[src/rtl/mem_cfg_responder.sv]
// Responder end of the switch memory configuration bus: per-port address registers,
// a read-only ID register, and a one-cycle ack after a configurable wait.
module mem_cfg_responder #(
    parameter int unsigned NUM_PORTS   = 4,
    parameter int unsigned ACK_LATENCY = 1,
    parameter logic [7:0]  ID_VAL      = 8'hA5
) (
    input  logic                   clk,
    input  logic                   rst,
    input  logic                   mem_sel_en,
    input  logic [7:0]             mem_addr,
    input  logic [7:0]             mem_wr_data,
    input  logic                   mem_wr_rd_s,
    output logic [7:0]             mem_rd_data,
    output logic                   mem_ack,
    output logic [NUM_PORTS*8-1:0] port_addr_cfg,
    output logic [NUM_PORTS-1:0]   cfg_wr_pulse
);

    typedef enum logic [1:0] {StIdle, StWait, StAck, StRelease} state_e;

    state_e               state_q, state_d;
    logic [3:0]           cnt_q;
    logic [7:0]           addr_q;
    logic [7:0]           data_q;
    logic                 wr_q;
    logic [7:0]           port_q [NUM_PORTS];
    logic [7:0]           rd_data_q;
    logic [NUM_PORTS-1:0] wr_pulse_q;

    logic                 commit;
    logic                 txn_wr;
    logic [7:0]           txn_addr;
    logic [7:0]           txn_data;
    logic [NUM_PORTS-1:0] port_hit;
    logic [7:0]           rd_val;

    // State register
    always_ff @(posedge clk) begin
        if (rst) begin
            state_q <= StIdle;
        end else begin
            state_q <= state_d;
        end
    end

    // Next-state logic; a dropped request in WAIT wins over counter completion.
    always_comb begin
        state_d = state_q;
        case (state_q)
            StIdle: begin
                if (mem_sel_en) begin
                    state_d = (ACK_LATENCY == 0) ? StAck : StWait;
                end
            end
            StWait: begin
                if (!mem_sel_en) begin
                    state_d = StIdle;
                end else if (cnt_q == 4'd1) begin
                    state_d = StAck;
                end
            end
            StAck: begin
                state_d = StRelease;
            end
            StRelease: begin
                if (!mem_sel_en) begin
                    state_d = StIdle;
                end
            end
            default: begin
                state_d = StIdle;
            end
        endcase
    end

    // With zero latency the commit edge is also the capture edge, so use the live bus.
    always_comb begin
        commit   = (state_d == StAck);
        txn_wr   = (state_q == StIdle) ? mem_wr_rd_s : wr_q;
        txn_addr = (state_q == StIdle) ? mem_addr    : addr_q;
        txn_data = (state_q == StIdle) ? mem_wr_data : data_q;
    end

    always_comb begin
        port_hit = '0;
        for (int i = 0; i < NUM_PORTS; i++) begin
            port_hit[i] = (txn_addr == 8'(i));
        end
    end

    always_comb begin
        rd_val = 8'h00;
        if (txn_addr == 8'hFF) begin
            rd_val = ID_VAL;
        end
        for (int i = 0; i < NUM_PORTS; i++) begin
            if (port_hit[i]) begin
                rd_val = port_q[i];
            end
        end
    end

    // Capture, wait counter, register bank and ack-cycle outputs
    always_ff @(posedge clk) begin
        if (rst) begin
            cnt_q      <= 4'd0;
            addr_q     <= 8'h00;
            data_q     <= 8'h00;
            wr_q       <= 1'b0;
            rd_data_q  <= 8'h00;
            wr_pulse_q <= '0;
            for (int i = 0; i < NUM_PORTS; i++) begin
                port_q[i] <= 8'h00;
            end
        end else begin
            if (state_q == StIdle && mem_sel_en) begin
                addr_q <= mem_addr;
                data_q <= mem_wr_data;
                wr_q   <= mem_wr_rd_s;
                cnt_q  <= 4'(ACK_LATENCY);
            end else if (state_q == StWait) begin
                cnt_q <= cnt_q - 4'd1;
            end

            rd_data_q  <= 8'h00;
            wr_pulse_q <= '0;
            if (commit) begin
                if (txn_wr) begin
                    for (int i = 0; i < NUM_PORTS; i++) begin
                        if (port_hit[i]) begin
                            port_q[i]     <= txn_data;
                            wr_pulse_q[i] <= 1'b1;
                        end
                    end
                end else begin
                    rd_data_q <= rd_val;
                end
            end
        end
    end

    // Outputs
    always_comb begin
        mem_ack       = (state_q == StAck);
        mem_rd_data   = rd_data_q;
        cfg_wr_pulse  = wr_pulse_q;
        port_addr_cfg = '0;
        for (int i = 0; i < NUM_PORTS; i++) begin
            port_addr_cfg[8*i +: 8] = port_q[i];
        end
    end

endmodule

[config.mk]
export PLATFORM = sky130hd
export DESIGN_NAME = mem_cfg_responder
export DESIGN_NICKNAME = d
export VERILOG_FILES = /design/src/rtl/mem_cfg_responder.sv
export SDC_FILE = /design/constraint.sdc
export NUM_CORES = 1
export LEC_CHECK = 0
export ABC_AREA = 1
export CORE_ASPECT_RATIO = 1.4
export CORE_UTILIZATION = 51
export DETAILED_ROUTE_END_ITERATION = 8
export HOLD_SLACK_MARGIN = 0.05
export PLACE_DENSITY = 0.88
export REMOVE_ABC_BUFFERS = 1
export SYNTH_ARGS = -nofsm -noshare
export SYNTH_HDL_FRONTEND = slang
export SYNTH_SLANG_ARGS = --single-unit
[constraint.sdc]
create_clock -name clk -period 2.46 [get_ports clk]
set_input_delay 0.246 -clock clk [delete_from_list [all_inputs] [get_ports clk]]
set_output_delay 0.246 -clock clk [all_outputs]
set_load 0.01 [all_outputs]
==> results of run 1 <==
sequential cells by signal, indices dropped and copies added (netlist names):
signal,count
addr_q,8
cfg_wr_pulse,4
cnt_q,4
data_q,8
mem_rd_data,8
port_q,32
state_q,2
wr_q,1
power by group:
group	total, W	switching, W	internal, W
Sequential	0.00123	0.0000220	0.00121
Clock	0.00114	0.000439	0.000703
Combinational	0.000291	0.000180	0.000111
final cells by class:
class                   count  share of cell area [%]
flip-flops and latches     67                    41.4
multi-input cells         232                    27.8
repair buffers             72                    17.5
inverters                  54                    5.05
clock buffers              10                    3.43
clock inverters             6                    2.78
well taps                  68                    2.12
metrics by stage:
stage | setup WS (ns) | area, µm² | instances | util [%]
after detailed placement | 0.344 | 3760 | 493 | 67.1
after floorplan | 0.133 | 2980 | 353 | -
after global placement | 0.448 | 3760 | 493 | 67.1
after global routing | 0.109 | 4010 | 509 | 71.6
final | 0.294 | 4010 | 509 | 71.6
after CTS | 0.319 | 4010 | 509 | 71.6
metal layers:
layer	up-vias	share of wire (%)	GRT usage, %
met1	1259	37	27.1
met4	0	3.2	14.2
met2	126	53	46.0
met5	-	0	0
met3	24	6.1	5.61
li1	1313	-	-
final timing paths:
| kind | start | endpoint | cells past startpoint |
|---|---|---|---|
| max reg2reg | state_q[1]$_SDFF_PP0_ | port_q[1][2]$_SDFFCE_PN0P_ | 10 |
| max | state_q[1]$_SDFF_PP0_ | port_q[1][2]$_SDFFCE_PN0P_ | 10 |
| min | data_q[5]$_SDFFE_PP0P_ | data_q[5]$_SDFFE_PP0P_ | 2 |
| min reg2reg | data_q[5]$_SDFFE_PP0P_ | data_q[5]$_SDFFE_PP0P_ | 2 |
cells by family (layout without fill, tap and decap cells):
family | count (synthesis) | after routing
DFF | 67 | 67
AOI/OAI and AO/OA | 50 | 50
and+or+nand+nor | 180 | 180
adders and majority gates | 2 | 2
buffers and inverters | 63 | 142
cells in the mapped netlist (5+ instances only):
library cell / count / share of area (%)
nor2_1: 54 / 6.7
edfxtp_1: 32 / 32
inv_1: 44 / 5.4
clkbuf_1: 5 / 0.62
dfxtp_1: 35 / 23
nand3_1: 30 / 4.9
o21ai_1: 13 / 2.1
inv_2: 10 / 1.2
o21ai_0: 32 / 5.3
nand2_1: 72 / 8.9
a21oi_1: 5 / 0.82
worst register-to-register path, cell delays in order, from the launching register on:
cell and delay, ns:
dfxtp_1 0.46, inv_2 0.09, nand2_4 0.22, nand2_1 0.12, nand2_1 0.07, nand2_1 0.06
nor2_2 0.15, buf_4 0.19, nand2_1 0.13, o21ai_0 0.17, buf_4 0.20
==> impl_metrics.env, run 1 <==
export IMPL_status="finished clean"
export IMPL_cts_buffers=9
export IMPL_seq_area_um2=1660
export IMPL_vias=2722
export IMPL_setup_viol=0
export IMPL_yosysSeqAreaShare_pct=54.7
export IMPL_r2r_slack_ns=0.29
export IMPL_remaining_drc_errors=0
export IMPL_crit_path_start_kind="flip-flop"
export IMPL_synth_top_family_by_area="simple AND/OR/NAND/NOR gates"
export IMPL_clkLatencyLatePin_ns=0.35
export IMPL_crit_family="simple AND/OR/NAND/NOR gates"
export IMPL_slowest_stage="dfxtp_1"
export IMPL_synth_simple_area_share_pct=27.6
export IMPL_start_util_pct=54.2
export IMPL_via_per_inst=5.35
export IMPL_hp_class="reg2reg"
export IMPL_drt_iter0_markers=176
export IMPL_cts_sinks=67
export IMPL_final_cell_mix="72 x nand2_1, 64 x clkdlybuf4s50_1, 54 x nor2_1"
export IMPL_min_period_over_period_pct=88.1
export IMPL_io_pin_count=65
export IMPL_fillers=408
export IMPL_slew_headroom_pct=56.4
export IMPL_grt_pass1_vias=2621
export IMPL_worstPathMaxFanout=25
export IMPL_critPathRequiredTime_ns=2.51
export IMPL_clk_pin_slew_ns=0.07
export IMPL_netlist_area_um2=3040
export IMPL_drive_above_1_share_pct=11.3
export IMPL_hpwl_um=5250
export IMPL_synth_fa_ha_area_share_pct=0.824
export IMPL_place_congestion=0.904
export IMPL_whs_ns=0.478
export IMPL_ant_nets=0
export IMPL_max_freq_mhz=462
export IMPL_cts_path_max_buffers=2
export IMPL_cpPeakStageDelay_ns=0.46
export IMPL_tns_ns=0
export IMPL_crit_arrival_ns=2.22
export IMPL_leakagePower_nw=1.70
export IMPL_finClkSkew_ns=0.0129
export IMPL_synthFlopType="dfxtp_1"
export IMPL_area_growth_pct=32.2
export IMPL_hold_viol_final=0
export IMPL_die_w_um=67.2
export IMPL_avgSynthCellArea_um2=8.39
export IMPL_synthArstFlopShare_pct=0
export IMPL_cp_end_kind="flip-flop"
export IMPL_die_y_um=93.3
export IMPL_postCtsResizedCells=0
export IMPL_drtPass1Iterations=5
export IMPL_post_drt_wl_per_cell_um=14.3
export IMPL_ys_ff_latch=67
export IMPL_path_cells="inv_2 -> nand2_4 -> nand2_1 -> nand2_1 -> nand2_1 -> nor2_2 -> buf_4 -> nand2_1 -> o21ai_0 -> buf_4"
export IMPL_yosys_area_share_xor_xnor_pct=0
export IMPL_final_max_slew_viol_count=0
export IMPL_path_common_cell="nand2_1"
export IMPL_postCtsSetupBuffers=0
export IMPL_grt_start_max_net_pins=26
export IMPL_overflow=0
export IMPL_rsz0062_at_grt="false"
export IMPL_ys_warn_count=0
export IMPL_syn_inst=362
export IMPL_critPathBufInv=3
export IMPL_fin_crit_ns=2.17
export IMPL_grt_pass1_wl_um=11800
export IMPL_die_area_um2=6270
export IMPL_synth_distinct_cells=26
export IMPL_cts_root_buf="clkbuf_8"
export IMPL_cts_tree="built"
export IMPL_worst_pin_slew_ns=0.647
export IMPL_grt_usage_pct=25.8
export IMPL_cts_max_level=3
export IMPL_numPortBuffers=64
export IMPL_final_nets=458
export IMPL_cap_violations=0
export IMPL_wl_um=7280
export IMPL_synth_mux_area_share_pct=0
export IMPL_coreArea_um2=5610
export IMPL_vdd_drop_max_mv=0.445
export IMPL_postCtsHoldBufs=0
export IMPL_fp_row_count=32
export IMPL_grt_antenna_before_repair=0
export IMPL_diodes=0
export IMPL_multi_input_area_um2=1110
export IMPL_finalPower_w=0.00266
export IMPL_powerDensity_nw_per_um2=663
export IMPL_synth_edf_count=32
export IMPL_final_common_cell="nand2_1"
export IMPL_critPathKind="reg2reg"
export IMPL_synth_compound_area_share_pct=8.24
Note: power is estimated with default switching activity, not from simulation.
==> run 2: changes to the inputs <==
--- a/config.mk
+++ b/config.mk
@@ -10,8 +10,10 @@
 export CORE_UTILIZATION = 51
 export DETAILED_ROUTE_END_ITERATION = 8
 export HOLD_SLACK_MARGIN = 0.05
+export MAX_ROUTING_LAYER = met4
 export PLACE_DENSITY = 0.88
 export REMOVE_ABC_BUFFERS = 1
+export SKIP_CTS_REPAIR_TIMING = 1
 export SYNTH_ARGS = -nofsm -noshare
 export SYNTH_HDL_FRONTEND = slang
 export SYNTH_SLANG_ARGS = --single-unit
==> run 2 against run 1 <==
  * Cell area is the same
  * Routed wire length is essentially flat
  * Fmax shrank 0.58%
  * Utilization is the same
  * Non-clock buffer count is the same
  * Worst setup slack lost 0.013 ns
  * Cell count is the same
  * Largest cell class unchanged
==> impl_metrics.env, run 2 (same netlist as run 1, synthesis figures left out) <==
export IMPL_status="finished clean"
export IMPL_crit_arrival_ns=2.19
export IMPL_drt_iter0_markers=191
export IMPL_drtPass1Iterations=5
export IMPL_crit_path_start_kind="flip-flop"
export IMPL_setup_viol=0
export IMPL_final_nets=458
export IMPL_largest_reg_flops=32
export IMPL_fillers=408
export IMPL_cts_sinks=67
export IMPL_worst_pin_slew_ns=0.653
export IMPL_min_period_over_period_pct=88.6
export IMPL_clkLatencyLatePin_ns=0.35
export IMPL_start_util_pct=54.2
export IMPL_cts_buffers=9
export IMPL_wl_um=7280
export IMPL_grt_start_max_net_pins=26
export IMPL_die_y_um=93.3
export IMPL_vias=2719
export IMPL_powerDensity_nw_per_um2=662
export IMPL_io_pin_count=65
export IMPL_path_cells="inv_2 -> nand2_4 -> nand2_1 -> nand2_1 -> nand2_1 -> nor2_2 -> nand2_2 -> nor2_8 -> nand2_1 -> nand2_1"
export IMPL_grt_pass1_wl_um=11800
export IMPL_post_drt_wl_per_cell_um=14.3
export IMPL_finClkSkew_ns=0.0118
export IMPL_grt_antenna_before_repair=0
export IMPL_finalPower_w=0.00266
export IMPL_drive_above_1_share_pct=11.3
export IMPL_rsz0062_at_grt="false"
export IMPL_cp_end_kind="flip-flop"
export IMPL_worstPathMaxFanout=25
export IMPL_cts_path_max_buffers=2
export IMPL_final_common_cell="nand2_1"
export IMPL_die_area_um2=6270
export IMPL_grt_usage_pct=26.5
export IMPL_die_w_um=67.2
export IMPL_fp_row_count=32
export IMPL_fin_crit_ns=2.18
export IMPL_largest_register="port_q"
export IMPL_slew_headroom_pct=56.0
export IMPL_clk_pin_slew_ns=0.07
export IMPL_tns_ns=0
export IMPL_numPortBuffers=64
export IMPL_final_cell_mix="72 x nand2_1, 64 x clkdlybuf4s50_1, 54 x nor2_1"
export IMPL_via_per_inst=5.34
export IMPL_cts_max_level=3
export IMPL_diodes=0
export IMPL_dp_slack_ns=0.344
export IMPL_cap_violations=0
export IMPL_path_common_cell="nand2_1"
export IMPL_hpwl_um=5250
export IMPL_hold_viol_final=0
export IMPL_place_congestion=0.919
export IMPL_final_max_slew_viol_count=0
export IMPL_cts_tree="built"
export IMPL_hp_class="reg2reg"
export IMPL_grt_pass1_vias=2620
export IMPL_critPathKind="reg2reg"
export IMPL_ant_nets=0
export IMPL_area_growth_pct=32.2
export IMPL_cpPeakStageDelay_ns=0.47
export IMPL_leakagePower_nw=1.70
export IMPL_overflow=0
export IMPL_vdd_drop_max_mv=0.448
export IMPL_coreArea_um2=5610
export IMPL_cts_root_buf="clkbuf_8"
export IMPL_critPathRequiredTime_ns=2.47
export IMPL_slowest_stage="dfxtp_1"
export IMPL_remaining_drc_errors=0
export IMPL_layout_setup_ws_ns=0.281
export IMPL_max_freq_mhz=459
run 2: final timing paths:
| check | startpoint | to | slack [ns] | cells after the start |
|---|---|---|---|---|
| hold / removal | data_q[5]$_SDFFE_PP0P_ | data_q[5]$_SDFFE_PP0P_ | 0.48 | 2 |
| setup / recovery | state_q[1]$_SDFF_PP0_ | port_q[2][2]$_SDFFCE_PN0P_ | 0.28 | 10 |
| setup reg to reg | state_q[1]$_SDFF_PP0_ | port_q[2][2]$_SDFFCE_PN0P_ | 0.28 | 10 |
| hold reg to reg | data_q[5]$_SDFFE_PP0P_ | data_q[5]$_SDFFE_PP0P_ | 0.48 | 2 |
run 2: cell type report:
type                            count  area (µm²)  area share, %
Inverter                           54         203           5.05
Clock buffer                       10         138           3.43
Multi-Input combinational cell    232        1110           27.8
Timing Repair Buffer               72         701           17.5
Tap cell                           68        85.1           2.12
Clock inverter                      6         111           2.78
Sequential cell                    67        1660           41.4
run 2: stage by stage:
stage / instances / cell area [µm²] / hold WS [ns] / utilization, %
2_1_floorplan: 353 / 2980 / 0.315 / -
3_3_place_gp: 493 / 3760 / 0.461 / 67.1
3_5_place_dp: 493 / 3760 / 0.468 / 67.1
4_1_cts: 509 / 4010 / 0.481 / 71.6
5_1_grt: 509 / 4010 / 0.498 / 71.6
6_report: 509 / 4010 / 0.478 / 71.6
run 2: where the power goes:
part / leakage [nW] / switching [W] / internal (W)
Clock: 0.125 / 0.000436 / 0.000703
Combinational: 0.954 / 0.000180 / 0.000111
Sequential: 0.617 / 0.0000221 / 0.00121
run 2: critical path: cells and delay by family (launching register included):
kind                   cells  cell delay (ns)
buffers and inverters      1             0.09
DFF                        1             0.47
and+or+nand+nor            9             1.29
run 2: metal layers:
metal / share of wire, % / GRT usage [%] / routed length [µm] / up-vias
met3: 6.3 / 5.61 / 461 / 27
met2: 54 / 46.0 / 3900 / 138
li1: - / - / - / 1312
met5: 0 / - / 0 / -
met1: 37 / 27.0 / 2690 / 1242
met4: 3.2 / 14.2 / 236 / 0
==> run 3: changes to the inputs <==
--- a/config.mk
+++ b/config.mk
@@ -8,6 +8,7 @@
 export ABC_AREA = 1
 export CORE_ASPECT_RATIO = 1.4
 export CORE_UTILIZATION = 51
+export CTS_CLUSTER_SIZE = 16
 export DETAILED_ROUTE_END_ITERATION = 8
 export HOLD_SLACK_MARGIN = 0.05
 export MAX_ROUTING_LAYER = met4
==> results of run 3 <==
No change in the layout: final DEF, timing and power equal those of run 2.
